==> config.mk <==
export PLATFORM = sky130hd
export DESIGN_NAME = emu_video_timing
export DESIGN_NICKNAME = d
export VERILOG_FILES = /design/src/rtl/emu_video_pkg.sv /design/src/rtl/emu_pxcen_div.sv /design/src/rtl/emu_video_timing.sv
export SDC_FILE = /design/constraint.sdc
export NUM_CORES = 1
export LEC_CHECK = 0
export ABC_AREA = 1
export ABC_CLOCK_PERIOD_IN_PS = 5000
export BUFFER_PORTS_ARGS = -buffer_cell sky130_fd_sc_hd__buf_2
export CORE_ASPECT_RATIO = 0.6
export CORE_MARGIN = 3
export CORE_UTILIZATION = 63
export DETAILED_ROUTE_END_ITERATION = 16
export PLACE_DENSITY = 0.94
export RECOVER_POWER = 50
export REMOVE_ABC_BUFFERS = 1
export SYNTH_ARGS = -nofsm -noshare
export SYNTH_HDL_FRONTEND = slang
export SYNTH_HIERARCHICAL = 1
export SYNTH_SLANG_ARGS = --single-unit
export TNS_END_PERCENT = 20
==> constraint.sdc <==
create_clock -name i_EMU_MCLK -period 5 [get_ports i_EMU_MCLK]
set_clock_uncertainty 0.05 [all_clocks]
set_input_delay 0.25 -clock i_EMU_MCLK [delete_from_list [all_inputs] [get_ports i_EMU_MCLK]]
set_output_delay 0.25 -clock i_EMU_MCLK [all_outputs]
set_load 0.05 [all_outputs]
==> src/rtl/emu_video_pkg.sv <==
// emu_video_pkg: shared types and helpers for the emu raster timing generator.
package emu_video_pkg;

   typedef enum logic [1:0] {
      ORIGINAL = 2'd0,
      NTSC     = 2'd1,
      CUSTOM   = 2'd2,
      RSVD     = 2'd3
   } adj_mode_e;

   // 0 means no shift; 1..15 maps to -7..+7
   function automatic logic signed [4:0] vpos_offset(input logic [3:0] vpos);
      return (vpos == 4'd0) ? 5'sd0 : $signed({1'b0, vpos}) - 5'sd8;
   endfunction

endpackage

==> src/rtl/emu_pxcen_div.sv <==
// emu_pxcen_div: divides the master clock into a one-MCLK pixel enable.
// o_PXCEN_PRE is high in the cycle before o_PXCEN so the counters can step on the same edge.
module emu_pxcen_div #(
   parameter int DIV = 10
) (
   input  logic i_EMU_MCLK,
   input  logic i_EMU_RST_n,
   output logic o_PXCEN,
   output logic o_PXCEN_PRE
);

   localparam int DW = (DIV > 1) ? $clog2(DIV) : 1;

   logic [DW-1:0] r_div;
   logic          r_pxcen;

   assign o_PXCEN_PRE = (r_div == DW'(DIV - 1));
   assign o_PXCEN     = r_pxcen;

   always_ff @(posedge i_EMU_MCLK or negedge i_EMU_RST_n) begin
      if (!i_EMU_RST_n) begin
         r_div   <= '0;
         r_pxcen <= 1'b0;
      end else begin
         r_div   <= o_PXCEN_PRE ? '0 : r_div + 1'b1;
         r_pxcen <= o_PXCEN_PRE;
      end
   end

endmodule

==> src/rtl/emu_video_timing.sv <==
// emu_video_timing: raster timing generator with H/V counters, sync/blank decode,
// refresh-mode, vertical sync shift and flip all latched at frame boundaries.
module emu_video_timing
   import emu_video_pkg::*;
#(
   parameter int PXCEN_DIV    = 10,
   parameter int CNT_W        = 9,
   parameter int H_TOTAL      = 384,
   parameter int H_ACTIVE     = 256,
   parameter int HSYNC_START  = 288,
   parameter int HSYNC_WIDTH  = 32,
   parameter int V_TOTAL      = 272,
   parameter int V_ACTIVE     = 224,
   parameter int VSYNC_START  = 240,
   parameter int VSYNC_WIDTH  = 4,
   parameter int NTSC_V_TOTAL = 262
) (
   input  logic             i_EMU_MCLK,
   input  logic             i_EMU_RST_n,
   input  logic             i_FLIP,
   input  logic [1:0]       i_ADJ_MODE,
   input  logic [1:0]       i_ADJ_H,
   input  logic [2:0]       i_ADJ_V,
   input  logic [3:0]       i_VPOS_ADJ,
   output logic             o_PXCEN,
   output logic [CNT_W-1:0] o_HCNTR,
   output logic [CNT_W-1:0] o_VCNTR,
   output logic             o_HSYNC_n,
   output logic             o_VSYNC_n,
   output logic             o_HBLANK_n,
   output logic             o_VBLANK_n,
   output logic             o_FRAME_START
);

   // the shifted vsync window must stay inside the blanking region of every mode
   if (VSYNC_START < V_ACTIVE + 7 ||
       VSYNC_START + VSYNC_WIDTH + 7 > V_TOTAL ||
       VSYNC_START + VSYNC_WIDTH + 7 > NTSC_V_TOTAL ||
       H_TOTAL + 6 >= 2**CNT_W ||
       V_TOTAL + 7 >= 2**CNT_W) begin : g_param_chk
      $error("emu_video_timing: illegal timing parameters");
   end

   logic w_adv;

   emu_pxcen_div #(.DIV(PXCEN_DIV)) u_div (
      .i_EMU_MCLK  (i_EMU_MCLK),
      .i_EMU_RST_n (i_EMU_RST_n),
      .o_PXCEN     (o_PXCEN),
      .o_PXCEN_PRE (w_adv)
   );

   adj_mode_e        r_mode;
   logic [1:0]       r_adj_h;
   logic [2:0]       r_adj_v;
   logic [3:0]       r_vpos;
   logic             r_flip;
   logic [CNT_W-1:0] r_hcnt, r_vcnt, r_hout, r_vout;
   logic             r_hs_n, r_vs_n, r_hb_n, r_vb_n, r_fs;

   logic [CNT_W-1:0] w_ht, w_vt, w_hnxt, w_vnxt;
   logic             w_hend, w_vend, w_frame, w_flip_n, w_hact, w_vact, w_hsync, w_vsync;
   logic signed [4:0]     w_off;
   logic signed [CNT_W:0] w_vs, w_ve, w_vn;

   assign w_ht = (r_mode == CUSTOM) ? CNT_W'(H_TOTAL) + CNT_W'({r_adj_h, 1'b0}) : CNT_W'(H_TOTAL);
   assign w_vt = (r_mode == NTSC)   ? CNT_W'(NTSC_V_TOTAL) :
                 (r_mode == CUSTOM) ? CNT_W'(V_TOTAL) + CNT_W'(r_adj_v) : CNT_W'(V_TOTAL);

   assign w_hend  = (r_hcnt == w_ht - 1'b1);
   assign w_vend  = (r_vcnt == w_vt - 1'b1);
   assign w_frame = w_hend && w_vend;
   assign w_hnxt  = w_hend ? '0 : r_hcnt + 1'b1;
   assign w_vnxt  = !w_hend ? r_vcnt : w_vend ? '0 : r_vcnt + 1'b1;

   // the first pixel of a new frame already shows the newly latched flip
   assign w_flip_n = w_frame ? i_FLIP : r_flip;

   assign w_hact  = (w_hnxt < CNT_W'(H_ACTIVE));
   assign w_vact  = (w_vnxt < CNT_W'(V_ACTIVE));
   assign w_hsync = ({1'b0, w_hnxt} >= (CNT_W+1)'(HSYNC_START)) &&
                    ({1'b0, w_hnxt} <  (CNT_W+1)'(HSYNC_START + HSYNC_WIDTH));

   assign w_off   = vpos_offset(r_vpos);
   assign w_vs    = $signed((CNT_W+1)'(VSYNC_START)) + $signed({{(CNT_W-4){w_off[4]}}, w_off});
   assign w_ve    = w_vs + $signed((CNT_W+1)'(VSYNC_WIDTH));
   assign w_vn    = $signed({1'b0, w_vnxt});
   assign w_vsync = (w_vn >= w_vs) && (w_vn < w_ve);

   always_ff @(posedge i_EMU_MCLK or negedge i_EMU_RST_n) begin
      if (!i_EMU_RST_n) begin
         r_hcnt  <= '0;
         r_vcnt  <= '0;
         r_hout  <= '0;
         r_vout  <= '0;
         r_hs_n  <= 1'b1;
         r_vs_n  <= 1'b1;
         r_hb_n  <= 1'b0;
         r_vb_n  <= 1'b0;
         r_fs    <= 1'b0;
         r_mode  <= ORIGINAL;
         r_adj_h <= '0;
         r_adj_v <= '0;
         r_vpos  <= '0;
         r_flip  <= 1'b0;
      end else begin
         r_fs <= w_adv && w_frame;
         if (w_adv) begin
            r_hcnt <= w_hnxt;
            r_vcnt <= w_vnxt;
            r_hout <= (w_flip_n && w_hact && w_vact) ? CNT_W'(H_ACTIVE - 1) - w_hnxt : w_hnxt;
            r_vout <= (w_flip_n && w_hact && w_vact) ? CNT_W'(V_ACTIVE - 1) - w_vnxt : w_vnxt;
            r_hs_n <= !w_hsync;
            r_vs_n <= !w_vsync;
            r_hb_n <= w_hact;
            r_vb_n <= w_vact;
            if (w_frame) begin
               r_mode  <= adj_mode_e'(i_ADJ_MODE);
               r_adj_h <= i_ADJ_H;
               r_adj_v <= i_ADJ_V;
               r_vpos  <= i_VPOS_ADJ;
               r_flip  <= i_FLIP;
            end
         end
      end
   end

   assign o_HCNTR       = r_hout;
   assign o_VCNTR       = r_vout;
   assign o_HSYNC_n     = r_hs_n;
   assign o_VSYNC_n     = r_vs_n;
   assign o_HBLANK_n    = r_hb_n;
   assign o_VBLANK_n    = r_vb_n;
   assign o_FRAME_START = r_fs;

endmodule

# == Word level (Yosys, flattened, before mapping) ==
# Cells that the tools add are included.
# word_totals
reg_bits,58
inputBits,14
output_inout_bits,24
elab_cells,60
# op_classes
n_addsub,12
order_cmp,6
n_eq_ne,5
n_mux,11
reduce_logical,10
# op_table
op,count
$mux W9,8
$add A9 B1 Y9 const B,2
$eq A9 B9 Y1,2
$lt A9 B9 Y1 const B,2
$sub A8 B9 Y9 const A,2
$sub A9 B1 Y9 const B,2
$add A10 B4 Y10 const B,1
$add A9 B5 Y10 const A,1
$ge A10 B10 Y1,1
$lt A10 B10 Y1,1
$add A8 B4 Y9 const A,1
$add A9 B3 Y9 const A,1
$ge A9 B9 Y1 const B,1
$lt A9 B8 Y1 const B,1
$logic_and A1 B1 Y1,6
$mux W5,1
$sub A4 B4 Y5 const B,1
$add A4 B1 Y4 const B,1
$eq A4 B4 Y1 const B,1
$logic_not A4 Y1,1
$mux W4,1
$eq A2 B1 Y1 const B,1
$eq A2 B2 Y1 const B,1
$logic_not A1 Y1,2
other kinds (2),2

# == Longest topological paths before layout ==
# Gate-level depths: netlist of the first run.
# depth
word_depth,10
depth_mapped,28
ltp_nobuf,28

# == Modules after synthesis ==
# Netlist of the first run, hierarchy kept.
# by_module_without_submodules
mod,instances,cells_each,area_per_inst_um2,seq_area_each_um2
emu_video_timing,1,429,3225.6,1278.7
emu_pxcen_div,1,21,201.4,125.1

# == Least setup slack after synthesis of the first run ==
# OpenSTA, ideal clock, no wires.
# synth_timing
path_kind,reg2reg
from,register r_mode[0]
to,register r_vs_n (netlist: o_VSYNC_n)
setup_ps,79
t_arrival_ps,3014
required_time_ps,4871
path_slack_ps,1858
stages_incl_launch_ff,26
path_buffers,0
synth_period_minus_slack_ps,3142
path_cell_list,dfrtp_1 inv_2 nand2_1 nor2_1 nor2_2 ha_1 ha_1 nand2_1 nand2_1 nor2_1 nand3_1 nor2_2 a31oi_1 nand2_1 o21ai_0 ha_1 a21oi_1 nor2_1 o21ai_0 nand2_1 a21oi_1 nor2_1 nand2_1 nand2_1 o21ai_0 nand2_1
# synth_via
elab_chain_len,10
word_cells_on_any_way,15
# synth_rtl
item,line,source
start: declaration,emu_video_timing.sv:53,adj_mode_e r_mode;
start signal: assignment,emu_video_timing.sv:118,r_mode <= adj_mode_e'(i_ADJ_MODE);
$eq A2 B2 Y1,"emu_video_timing.sv:66, emu_video_timing.sv:68",
$mux W9,emu_video_timing.sv:68,(r_mode == CUSTOM) ? CNT_W'(V_TOTAL) + CNT_W'(r_adj_v) : CNT_W'(V_TOTAL);
$mux W9,emu_video_timing.sv:67,assign w_vt = (r_mode == NTSC) ? CNT_W'(NTSC_V_TOTAL) :
$sub A9 B1 Y9,emu_video_timing.sv:71,assign w_vend = (r_vcnt == w_vt - 1'b1);
$eq A9 B9 Y1,emu_video_timing.sv:71,
$mux W9,emu_video_timing.sv:74,assign w_vnxt = !w_hend ? r_vcnt : w_vend ? '0 : r_vcnt + 1'b1;
$mux W9 *,emu_video_timing.sv:74,
via w_vnxt[1],emu_video_timing.sv:61,"logic [CNT_W-1:0] w_ht, w_vt, w_hnxt, w_vnxt;"
$ge A10 B10 Y1 or $lt A10 B10 Y1 (tied branches),emu_video_timing.sv:88,assign w_vsync = (w_vn >= w_vs) && (w_vn < w_ve);
$logic_and A1 B1 Y1 *,emu_video_timing.sv:88,
$logic_not A1 Y1 *,emu_video_timing.sv:114,r_vs_n <= !w_vsync;
end signal: assignment,emu_video_timing.sv:114,
end: declaration,emu_video_timing.sv:59,"logic r_hs_n, r_vs_n, r_hb_n, r_vb_n, r_fs;"
# Mark *: on every way through the listed nets, which the timed path passes. The rest lies on a longest branch.
# A chain may end at the register's enable or synchronous reset.

# == Worst setup path in the final report of the first run ==
# layout_timing
from,register r_mode[1]
to,register r_vs_n (netlist: o_VSYNC_n)
# Same word-level chain as after synthesis.

==> results of run 1 <==
-- state kept, by name, summed over array words and instances, names as in the netlist, 2 cells and up --
register / count
r_vcnt: 9
o_HCNTR: 8
r_vpos: 4
r_hcnt: 9
o_VCNTR: 8
r_adj_v: 3
u_div/r_div: 4
r_mode: 2
r_adj_h: 2
-- report_power, final --
group	total (W)	leakage, nW	internal (W)	switching (W)
clock	0.000304	0.0541	0.000149	0.000156
sequential	0.000453	0.617	0.000453	0
combinational	0.0000147	1.15	0.00000381	0.0000109
-- path summary, 6_finish.rpt --
check,startpoint,end,slack [ns],cells after the start
setup reg to reg,r_mode[1],o_VSYNC_n,1.20,24
hold / removal,i_ADJ_V[2],r_adj_v[2],0.07,3
max in group asynchronous,i_EMU_RST_n,r_vpos[0],2.24,2
setup / recovery,r_mode[1],o_VSYNC_n,1.20,24
min in group asynchronous,i_EMU_RST_n,o_HCNTR[0],0.95,2
hold reg to reg,o_VCNTR[6],o_VCNTR[6],0.44,2
-- tightest hold or removal path, cell delays in order --
cell	delay (ns)
buf_2	0.07
nand2_1	0.04
nand2_1	0.05
-- cell type report --
class | instances | area share (%)
multi-input combinational | 324 | 46.5
clock buffer | 5 | 1.85
timing repair buffer | 39 | 4.97
sequential | 56 | 37.7
tap | 66 | 2.22
clock inverter | 3 | 1.14
inverter | 55 | 5.71
-- layout by cell type (no fill, tap or decap), types with 2 or more instances in the layout --
master    instances
a21oi_1           8
a31oi_1           2
buf_2            28
clkbuf_1         10
clkbuf_8          5
clkinv_2          2
dfrtp_1          54
dfstp_2           2
ha_1             17
inv_1            47
inv_2             5
nand2_1         133
nand2_2           4
nand3_1          35
nand3_2           3
nand3b_1          2
nand4_1           4
nor2_1           43
nor2_2            5
nor2_4            2
nor3_1            8
o211ai_2          5
o21a_1            5
o21ai_0          25
o21ai_2           4
o21bai_1          2
xor2_1            8
-- logic make-up after synthesis --
kind of cell	Yosys count	share of synthesized area, %
AO/OA/AOI/OAI	53	10.0
XOR/XNOR	9	2.30
other	1	0.109
adder cells (fa/ha/maj)	17	6.21
AND/OR/NAND/NOR	244	31.9
buffers and inverters	70	8.51
flip-flops	56	41.0
-- per-stage QoR --
stage	util [%]	cells	worst slack (ns)	instance area [um2]	power, W
2_1_floorplan	-	435	1.40	3350	0.000462
3_3_place_gp	70.4	540	1.41	3630	0.000477
3_5_place_dp	70.4	540	1.33	3630	0.000477
4_1_cts	72.6	548	1.31	3740	0.000775
5_1_grt	72.3	548	0.818	3730	0.000794
6_report	72.3	548	1.20	3730	0.000772
-- routing by layer --
layer | global-route usage, % | up-vias | part of all wire, %
met5 | 5.13 | - | 0.50
met4 | 6.63 | 2 | 0.69
met3 | 5.09 | 9 | 10
met2 | 39.0 | 151 | 41
met1 | 41.2 | 1386 | 47
li1 | - | 1492 | -
==> metrics.md, run 1 <==
| Metric | Value |
|---|---|
| Outcome | `complete, but fails checks` |
| Failing checks | `capacitance limit, slew limit` |
| CP startpoint kind | `flop` |
| Congestion Overflow GR | `0` |
| H-tree lvl count | `2` |
| Slew Limit Fails | `57` |
| Worst EP arrival | `4.00 ns` |
| Worst setup EP type | `flop` |
| Number of nets in the layout | `512` |
| I/O Buffers | `37` |
| Max Fclk | `0.263 GHz` |
| Synthesized flop and latch total | `56` |
| Area Overhead vs Synth | `8.76%` |
| Final hold viol count | `0` |
| Tightest Pin Transition | `3.03 ns` |
| Die area | `6390 um2` |
| # diodes | `0` |
| Post CTS Setup Buffer Count | `0` |
| Mapped Cells | `450` |
| CP bufs+invs | `2` |
| Vias in the first global route | `2903` |
| Die Height | `63.1 um` |
| Initial antenna violation count | `0` |
| CTS tree | `yes` |
| EDFF count, synth | `0` |
| Cell Chain, Critical Path | `inv_2 > nor2_1 > nand2_1 > ha_1 > nand2_1 > nand3_1 > nor2_1 > nand3_2 > nor2_8 > inv_2 > a31oi_1 > nand2_1 > o21ai_0 > ha_1 > a21oi_1 > nor2_1 > o21ai_0 > nand2_1 > a21oi_1 > nor2_1 > nand2_1 > nand2_1 > o21ai_0 > nand2_1` |
| Register area | `1400 um2` |
| Share of layout cells above drive strength 1 | `15.4%` |
| Number of gates resized after cts | `0` |
| Final setup violation count | `0` |
| HP Class | `input pin to flop` |
| CP peak stage delay | `0.49 ns` |
| Row count | `20` |
| Async SR Flop Fraction | `100%` |
| Reg clk slew, reported paths | `0.10 ns` |
| CTS Hold Bufs | `0` |
| Via density | `5.55` |
| Detailed Route WL | `8030 um` |
| CP required | `5.20 ns` |
| Final Hold Slack | `0.0712 ns` |
| Post-synth top cells | `nand2_1, dfrtp_1, inv_1` |
| Relative slew slack | `-102%` |
| Final Cycle Share | `75.9%` |
| Via Count | `3040` |
| Critical path's most frequent cell | `nand2_1` |
| Setup TNS | `0 ns` |
| Clock Sinks | `56` |
| CTS max path bufs | `2` |
| Worst vdd ir | `0.160 mV` |
| Leakage | `1.82 nW` |
| Synth warn | `6` |
| Largest net degree at the start of global routing | `57` |
| Fillers | `426` |
| Most used DFF post-synth | `dfrtp_1` |
| Core area | `5150 um2` |
| DP Wirelength | `5710 um` |
| Crit path time final | `3.80 ns` |
| Top cells by area, synth | `dfrtp_1, nand2_1, ha_1` |
| First-pass GRT wire length | `13700 um` |
| Antenna Nets Post-Route | `0` |
| Maximum Capacitance Violations | `1` |
| Avg Cell Area, Syn | `7.62 um2` |
| Area of the multi-input gates | `1730 um2` |
| Boundary Pins | `38` |
| CP top delay family | `simple AND/OR/NAND/NOR gates` |
| Area share of the largest cell type after synthesis | `39.4%` |
| Clock root buffer | `clkbuf_8` |
| CP max-delay cell | `dfrtp_1` |
| RSZ-0062 raised after global routing | `false` |
| Initial Util | `66.5%` |
| Worst skew pair latency | `0.32 ns` |
| Crit Path Class | `flop to flop` |
| Register area share after synthesis | `41.0%` |
| Final Wtd Congestion | `0.916` |
| CP Max Fanout | `10` |
| P per Cell Area | `207 nW/um2` |
| DRC Markers | `0` |
| DR WL/cell | `14.6 um` |
| Leading area contributor after synthesis | `dfrtp_1` |
| Initial DRC count | `205` |
| Top-count cell post-synth | `nand2_1` |
| Post-synth cell types | `40` |
| Die Wd | `101 um` |
| DR pass1 iterations | `5` |
| Total CTS buffers | `5` |
| GRT Total Usage | `27.0%` |
| Synth Cell Area | `3430 um2` |
Note: power is estimated with default switching activity, not from simulation.
==> inputs of run 2 (changes only) <==
--- a/config.mk
+++ b/config.mk
@@ -6,13 +6,13 @@
 export NUM_CORES = 1
 export LEC_CHECK = 0
 export ABC_AREA = 1
-export ABC_CLOCK_PERIOD_IN_PS = 5000
+export ABC_CLOCK_PERIOD_IN_PS = 3300
 export BUFFER_PORTS_ARGS = -buffer_cell sky130_fd_sc_hd__buf_2
 export CORE_ASPECT_RATIO = 0.6
 export CORE_MARGIN = 3
-export CORE_UTILIZATION = 63
+export CORE_UTILIZATION = 53
 export DETAILED_ROUTE_END_ITERATION = 16
-export PLACE_DENSITY = 0.94
+export PLACE_DENSITY = 0.85
 export RECOVER_POWER = 50
 export REMOVE_ABC_BUFFERS = 1
 export SYNTH_ARGS = -nofsm -noshare
==> constraint.sdc (replaced) <==
create_clock -name i_EMU_MCLK -period 3.3 [get_ports i_EMU_MCLK]
set_clock_uncertainty 0.05 [all_clocks]
set_input_delay 0.165 -clock i_EMU_MCLK [delete_from_list [all_inputs] [get_ports i_EMU_MCLK]]
set_output_delay 0.165 -clock i_EMU_MCLK [all_outputs]
set_load 0.05 [all_outputs]
==> run 2 against run 1 <==
Against the previous run:
- the run now ends clean
- flip-flop and latch count is the same
- routed wire length grew 9.2%
- combinational power grew 100%
- final cell count grew 9.7%
- design area grew 15%
- largest cell class unchanged
- count of clock-buffer cells in the layout grew 2
- global-route usage shrank 3.8 points
- worst setup slack lost 1.2 ns
- critical endpoint is now o_VCNTR[7]
- via count grew 4.1%
- first-iteration DRC count grew 44%
==> metrics.md, run 2 (same netlist as run 1, synthesis figures left out) <==
| Metric | Value |
|---|---|
| Die Height | `68.3 um` |
| Number of nets in the layout | `547` |
| Core area | `6190 um2` |
| Row count | `22` |
| Worst Reg-to-Reg Cells | `23` |
| CTS max path bufs | `2` |
| Boundary Pins | `38` |
| Relative slew slack | `7.82%` |
| RR Endpoint | `o_VCNTR[7]` |
| Cell Chain, Critical Path | `inv_4 > nor2_4 > nand2_2 > ha_4 > nand2_2 > nand3_2 > nor2_2 > nand3_2 > nor2_8 > nand2_4 > nor3_4 > xor2_2 > nor2_4 > ha_4 > inv_4 > nor2_4 > nor2_4 > nand2_4 > buf_6 > nand2_2 > nand2_1 > nand2_1 > nand2_1` |
| Antenna Nets Post-Route | `0` |
| Worst setup EP type | `flop` |
| Initial DRC count | `296` |
| Worst EP arrival | `3.43 ns` |
| Worst vdd ir | `0.279 mV` |
| Reg clk slew, reported paths | `0.10 ns` |
| Initial Util | `55.3%` |
| Crit path time final | `3.27 ns` |
| Fillers | `512` |
| CP max-delay cell | `dfrtp_2` |
| P per Cell Area | `256 nW/um2` |
| Max Fclk | `0.305 GHz` |
| Vias in the first global route | `2717` |
| Layout Cells excl Fill | `601` |
| Final hold viol count | `0` |
| Via density | `5.27` |
| Via Count | `3165` |
| Die Wd | `110 um` |
| Total CTS buffers | `5` |
| Clock root buffer | `clkbuf_8` |
| Initial antenna violation count | `0` |
| CP Max Fanout | `7` |
| Slew Limit Fails | `0` |
| Most frequent cells in the layout | `nand2_1, dfrtp_1, inv_1` |
| Final setup violation count | `0` |
| # diodes | `0` |
| Final Cycle Share | `99.2%` |
| Total power | `0.00109 W` |
| Outcome | `completed` |
| CTS tree | `yes` |
| Min-delay src | `i_ADJ_H[1]` |
| GRT Total Usage | `23.2%` |
| Tightest Pin Transition | `1.38 ns` |
| HP Class | `input pin to flop` |
| Clock Sinks | `56` |
| DRC Markers | `0` |
| Regs by FF count | `r_hcnt: 9 flops, r_vcnt: 9 flops` |
| DR pass1 iterations | `5` |
| DP Cell Count | `568` |
| Share of layout cells above drive strength 1 | `23.8%` |
| Crit Path Class | `flop to flop` |
| Final Worst Setup Slack | `0.0263 ns` |
| CP required | `3.46 ns` |
| CP bufs+invs | `3` |
| DP Wirelength | `5830 um` |
| Maximum Capacitance Violations | `0` |
| DR WL/cell | `14.6 um` |
| CP peak stage delay | `0.48 ns` |
| Detailed Route WL | `8760 um` |
| Leakage | `2.00 nW` |
| Area Overhead vs Synth | `24.7%` |
| Final Wtd Congestion | `0.933` |
| Hold depth | `3` |
| Dpl ws | `-0.0703 ns` |
| Congestion Overflow GR | `0` |
| First-pass GRT wire length | `13400 um` |
| Die area | `7500 um2` |
| I/O Buffers | `37` |
| Worst skew pair latency | `0.31 ns` |
| Most common cell after layout, fill and taps aside | `nand2_1` |
| RSZ-0062 raised after global routing | `true` |
| H-tree lvl count | `2` |
| Largest net degree at the start of global routing | `42` |
| CP top delay family | `simple AND/OR/NAND/NOR gates` |
| CP startpoint kind | `flop` |
| Reg2Reg Setup Slack | `0.03 ns` |
| Worst Hold Path EP | `r_adj_h[1]` |
| Critical path's most frequent cell | `nor2_4` |
| Finished Core Util | `69.0%` |
| RR Startpoint | `r_mode[1]` |
run 2: changes by cell type in the layout (fill, tap and decap cells not counted), sizes merged:
cell,change
clkbuf,+16
inv,+1
dlygate4sd3,+8
buf,+13
clkinvlp,-1
clkinv,-1
bufinv,-1
run 2: layer usage:
| metal | wire, um | up-vias | part of all wire, % | track usage [%] |
|---|---|---|---|---|
| met2 | 3630 | 105 | 41 | 31.3 |
| met3 | 569 | 11 | 6.5 | 5.09 |
| li1 | - | 1568 | - | - |
| met4 | 61 | 0 | 0.70 | 4.35 |
| met1 | 4500 | 1481 | 51 | 37.2 |
| met5 | 0 | - | 0 | 0 |
run 2: power breakdown:
part	total (W)	switching [W]	internal, W
combinational	0.0000295	0.0000172	0.0000123
sequential	0.000686	0	0.000686
clock	0.000377	0.000227	0.000150
total	0.00109	0.000244	0.000848
run 2: metrics by stage:
stage | hold WS [ns] | cell area, um2 | setup TNS [ns]
after floorplan | -0.181 | 3350 | -2.47
after global placement | 0.137 | 3730 | 0
after detailed placement | 0.149 | 3730 | -0.281
after CTS | 0.000146 | 3900 | 0
after global routing | 0.00406 | 4270 | -1.88
final | 0.00774 | 4270 | 0
run 2: cell type report:
cell class                      instances  area (um2)  share of cell area (%)
Clock buffer                            7        76.3                    1.79
Timing Repair Buffer                   74         472                    11.0
Multi-Input combinational cell        324        1980                    46.3
Tap cell                               84         105                    2.46
Clock inverter                          1        5.00                   0.117
Inverter                               55         229                    5.36
Sequential cell                        56        1410                    32.9
run 2: worst max path at each step:
stage	startpoint	cells after the start	slack [ns]	end
2_1_floorplan	u_div/r_div[1]	8	-0.30	r_adj_h[0]
3_3_place_gp	r_mode[0]	25	0.02	o_VSYNC_n
3_5_place_dp	r_mode[1]	21	-0.07	o_VCNTR[1]
4_1_cts	r_mode[1]	25	0.003	o_VSYNC_n
5_1_grt	r_mode[1]	23	-0.14	o_VCNTR[7]
6_report	r_mode[1]	23	0.03	o_VCNTR[7]
run 2: what timing repair did:
item / CTS / global route
setup buffers: 0 / 17
pin swaps: 0 / 33
endpoints found under the setup margin: 13 / 17
endpoints found under the hold margin: 30 / 0
hold buffers: 8 / 0
resized for setup: 4 / 68
run 2: worst min-delay path, cell delays in order:
cell and delay (ns):
buf_2 0.07, nand2_1 0.05, nand2_1 0.06
==> inputs of run 3 (changes only) <==
==> constraint.sdc (replaced) <==
create_clock -name i_EMU_MCLK -period 3.3 [get_ports i_EMU_MCLK]
set_clock_uncertainty 0.05 [all_clocks]
set_input_delay 0.165 -clock i_EMU_MCLK [delete_from_list [all_inputs] [get_ports i_EMU_MCLK]]
set_output_delay 0.165 -clock i_EMU_MCLK [all_outputs]
set_load 0.005 [all_outputs]
==> run 3 against run 2 <==
Against the previous run:
- design area rose by 0.29%
- via count up 0.13%
- worst hold slack got worse by 0.0013 ns
- power about the same
- clock power barely moved
- sequential share of layout area decreased by 0.096 points
- utilization increased by 0.20 points
- largest cell class unchanged
- global-route usage unchanged
- first-iteration DRC count grew 12%
==> metrics.md, run 3 (same netlist as run 1, synthesis figures left out) <==
| Metric | Value |
|---|---|
| Crit Path Class | `flop to flop` |
| Final hold viol count | `0` |
| CP max-delay cell | `dfrtp_2` |
| # diodes | `0` |
| Worst EP arrival | `3.44 ns` |
| Tightest Pin Transition | `1.39 ns` |
| Total CTS buffers | `5` |
| Initial antenna violation count | `0` |
| Min-delay src | `i_ADJ_H[1]` |
| Via Count | `3169` |
| DRC Markers | `0` |
| Reg clk slew, reported paths | `0.10 ns` |
| Leakage | `2.02 nW` |
| Congestion Overflow GR | `0` |
| Final setup violation count | `0` |
| H-tree lvl count | `2` |
| Boundary Pins | `38` |
| Clock Sinks | `56` |
| Via density | `5.27` |
| Initial DRC count | `331` |
| Final Cycle Share | `99.5%` |
| Area Overhead vs Synth | `25.0%` |
| Die area | `7500 um2` |
| Number of nets in the layout | `547` |
| Clock root buffer | `clkbuf_8` |
| Worst setup EP type | `flop` |
| Outcome | `completed` |
| Vias in the first global route | `2717` |
| GRT Total Usage | `23.2%` |
| CP startpoint kind | `flop` |
| Worst vdd ir | `0.278 mV` |
| DP Wirelength | `5830 um` |
| Die Height | `68.3 um` |
| Total power | `0.00109 W` |
| Worst Hold Path EP | `r_adj_h[1]` |
| Core area | `6190 um2` |
| Reg2Reg Setup Slack | `0.02 ns` |
| Final Hold Slack | `0.00641 ns` |
| Worst skew pair latency | `0.31 ns` |
| Final Wtd Congestion | `0.933` |
| Cell Chain, Critical Path | `inv_4 > nor2_4 > nand2_2 > ha_4 > nand2_2 > nand3_2 > nor2_2 > nand3_2 > nor2_8 > nand2_4 > nor3_4 > xor2_2 > nor2_4 > ha_4 > inv_4 > nor2_4 > nor2_4 > nand2_4 > buf_6 > nand2_2 > nand2_1 > nand2_1 > nand2_1` |
| I/O Buffers | `37` |
| Slew Limit Fails | `0` |
| Maximum Capacitance Violations | `0` |
| P per Cell Area | `255 nW/um2` |
| CTS max path bufs | `2` |
| Die Wd | `110 um` |
| HP Class | `input pin to flop` |
| CP required | `3.46 ns` |
| CP Max Fanout | `7` |
| Setup TNS | `0 ns` |
| CP peak stage delay | `0.49 ns` |
| Initial Util | `55.3%` |
| Relative slew slack | `7.01%` |
| DR pass1 iterations | `5` |
| Most common cell after layout, fill and taps aside | `nand2_1` |
| Crit path time final | `3.28 ns` |
| Regs by FF count | `r_hcnt: 9 flops, r_vcnt: 9 flops` |
| RR Startpoint | `r_mode[1]` |
| First-pass GRT wire length | `13400 um` |
| Share of layout cells above drive strength 1 | `25.5%` |
| Critical path's most frequent cell | `nor2_4` |
| Row count | `22` |
| Detailed Route WL | `8760 um` |
| DR WL/cell | `14.6 um` |
| Antenna Nets Post-Route | `0` |
| Largest net degree at the start of global routing | `42` |
| Worst Reg-to-Reg Cells | `23` |
| CTS tree | `yes` |
| Most frequent cells in the layout | `nand2_1, dfrtp_1, inv_1` |
| Hold depth | `3` |
| Max Fclk | `0.305 GHz` |
| RR Endpoint | `o_VCNTR[7]` |
| RSZ-0062 raised after global routing | `true` |
[run 3: cell count changes in the layout (fill, tap and decap cells not counted)]
| cell | change |
|---|---|
| buf_2 | +10 |
| clkbuf_1 | -10 |
| dfstp_1 | +1 |
| dfstp_2 | -1 |
[run 3: worst max-delay path by stage]
stage / start / endpoint / slack (ns)
final: r_mode[1] / o_VCNTR[7] / 0.02
after global routing: r_mode[1] / o_VCNTR[7] / -0.14
after CTS: r_mode[1] / o_VSYNC_n / 0.003
after detailed placement: r_mode[1] / o_VCNTR[1] / -0.07
after global placement: r_mode[0] / o_VSYNC_n / 0.02
after floorplan: u_div/r_div[1] / r_adj_h[0] / -0.30
[run 3: where the power goes]
| group | internal (W) | total (W) | leakage, nW | switching (W) |
|---|---|---|---|---|
| Sequential | 0.000686 | 0.000686 | 0.614 | 0 |
| Clock | 0.000150 | 0.000376 | 0.0422 | 0.000226 |
| Combinational | 0.0000123 | 0.0000295 | 1.36 | 0.0000172 |
[run 3: worst max-delay path, delay by kind of cell, from the launching register on]
family	cells	cell delay [ns]
and+or+nand+nor	17	1.69
DFF	1	0.49
buffers and inverters	3	0.29
xor gates and xnor gates	1	0.24
adders and majority gates	2	0.41
[run 3: area by class of cell]
type                       count  area (um2)
sequential                    56        1410
multi-input combinational    324        1980
tap                           84         105
inverter                      55         229
clock inverter                 1        5.00
clock buffer                   7        76.3
fill                         506        1910
timing repair buffer          74         484
[run 3: layer usage]
| metal | vias up | routed length [um] | track usage, % |
|---|---|---|---|
| li1 | 1571 | - | - |
| met1 | 1472 | 4400 | 37.2 |
| met2 | 119 | 3680 | 31.3 |
| met3 | 7 | 643 | 5.09 |
| met4 | 0 | 47 | 4.35 |
| met5 | - | 0 | 0 |
[run 3: what timing repair did]
item,4_1_cts,5_1_grt
setup endpoints to repair,13,17
gates resized for setup,4,68
endpoints found under the hold margin,30,0
setup buffers,0,17
pin swaps,0,33
hold buffers,8,0
[run 3: through the flow]
stage          std cells  instance area (um2)  utilization (%)  setup slack (ns)
5_1_grt              601                 4290             69.2            -0.141
6_report             601                 4290             69.2            0.0180
2_1_floorplan        435                 3350                -            -0.295
3_5_place_dp         568                 3730             60.2           -0.0703
3_3_place_gp         568                 3730             60.2            0.0218
4_1_cts              584                 3900             63.0           0.00307
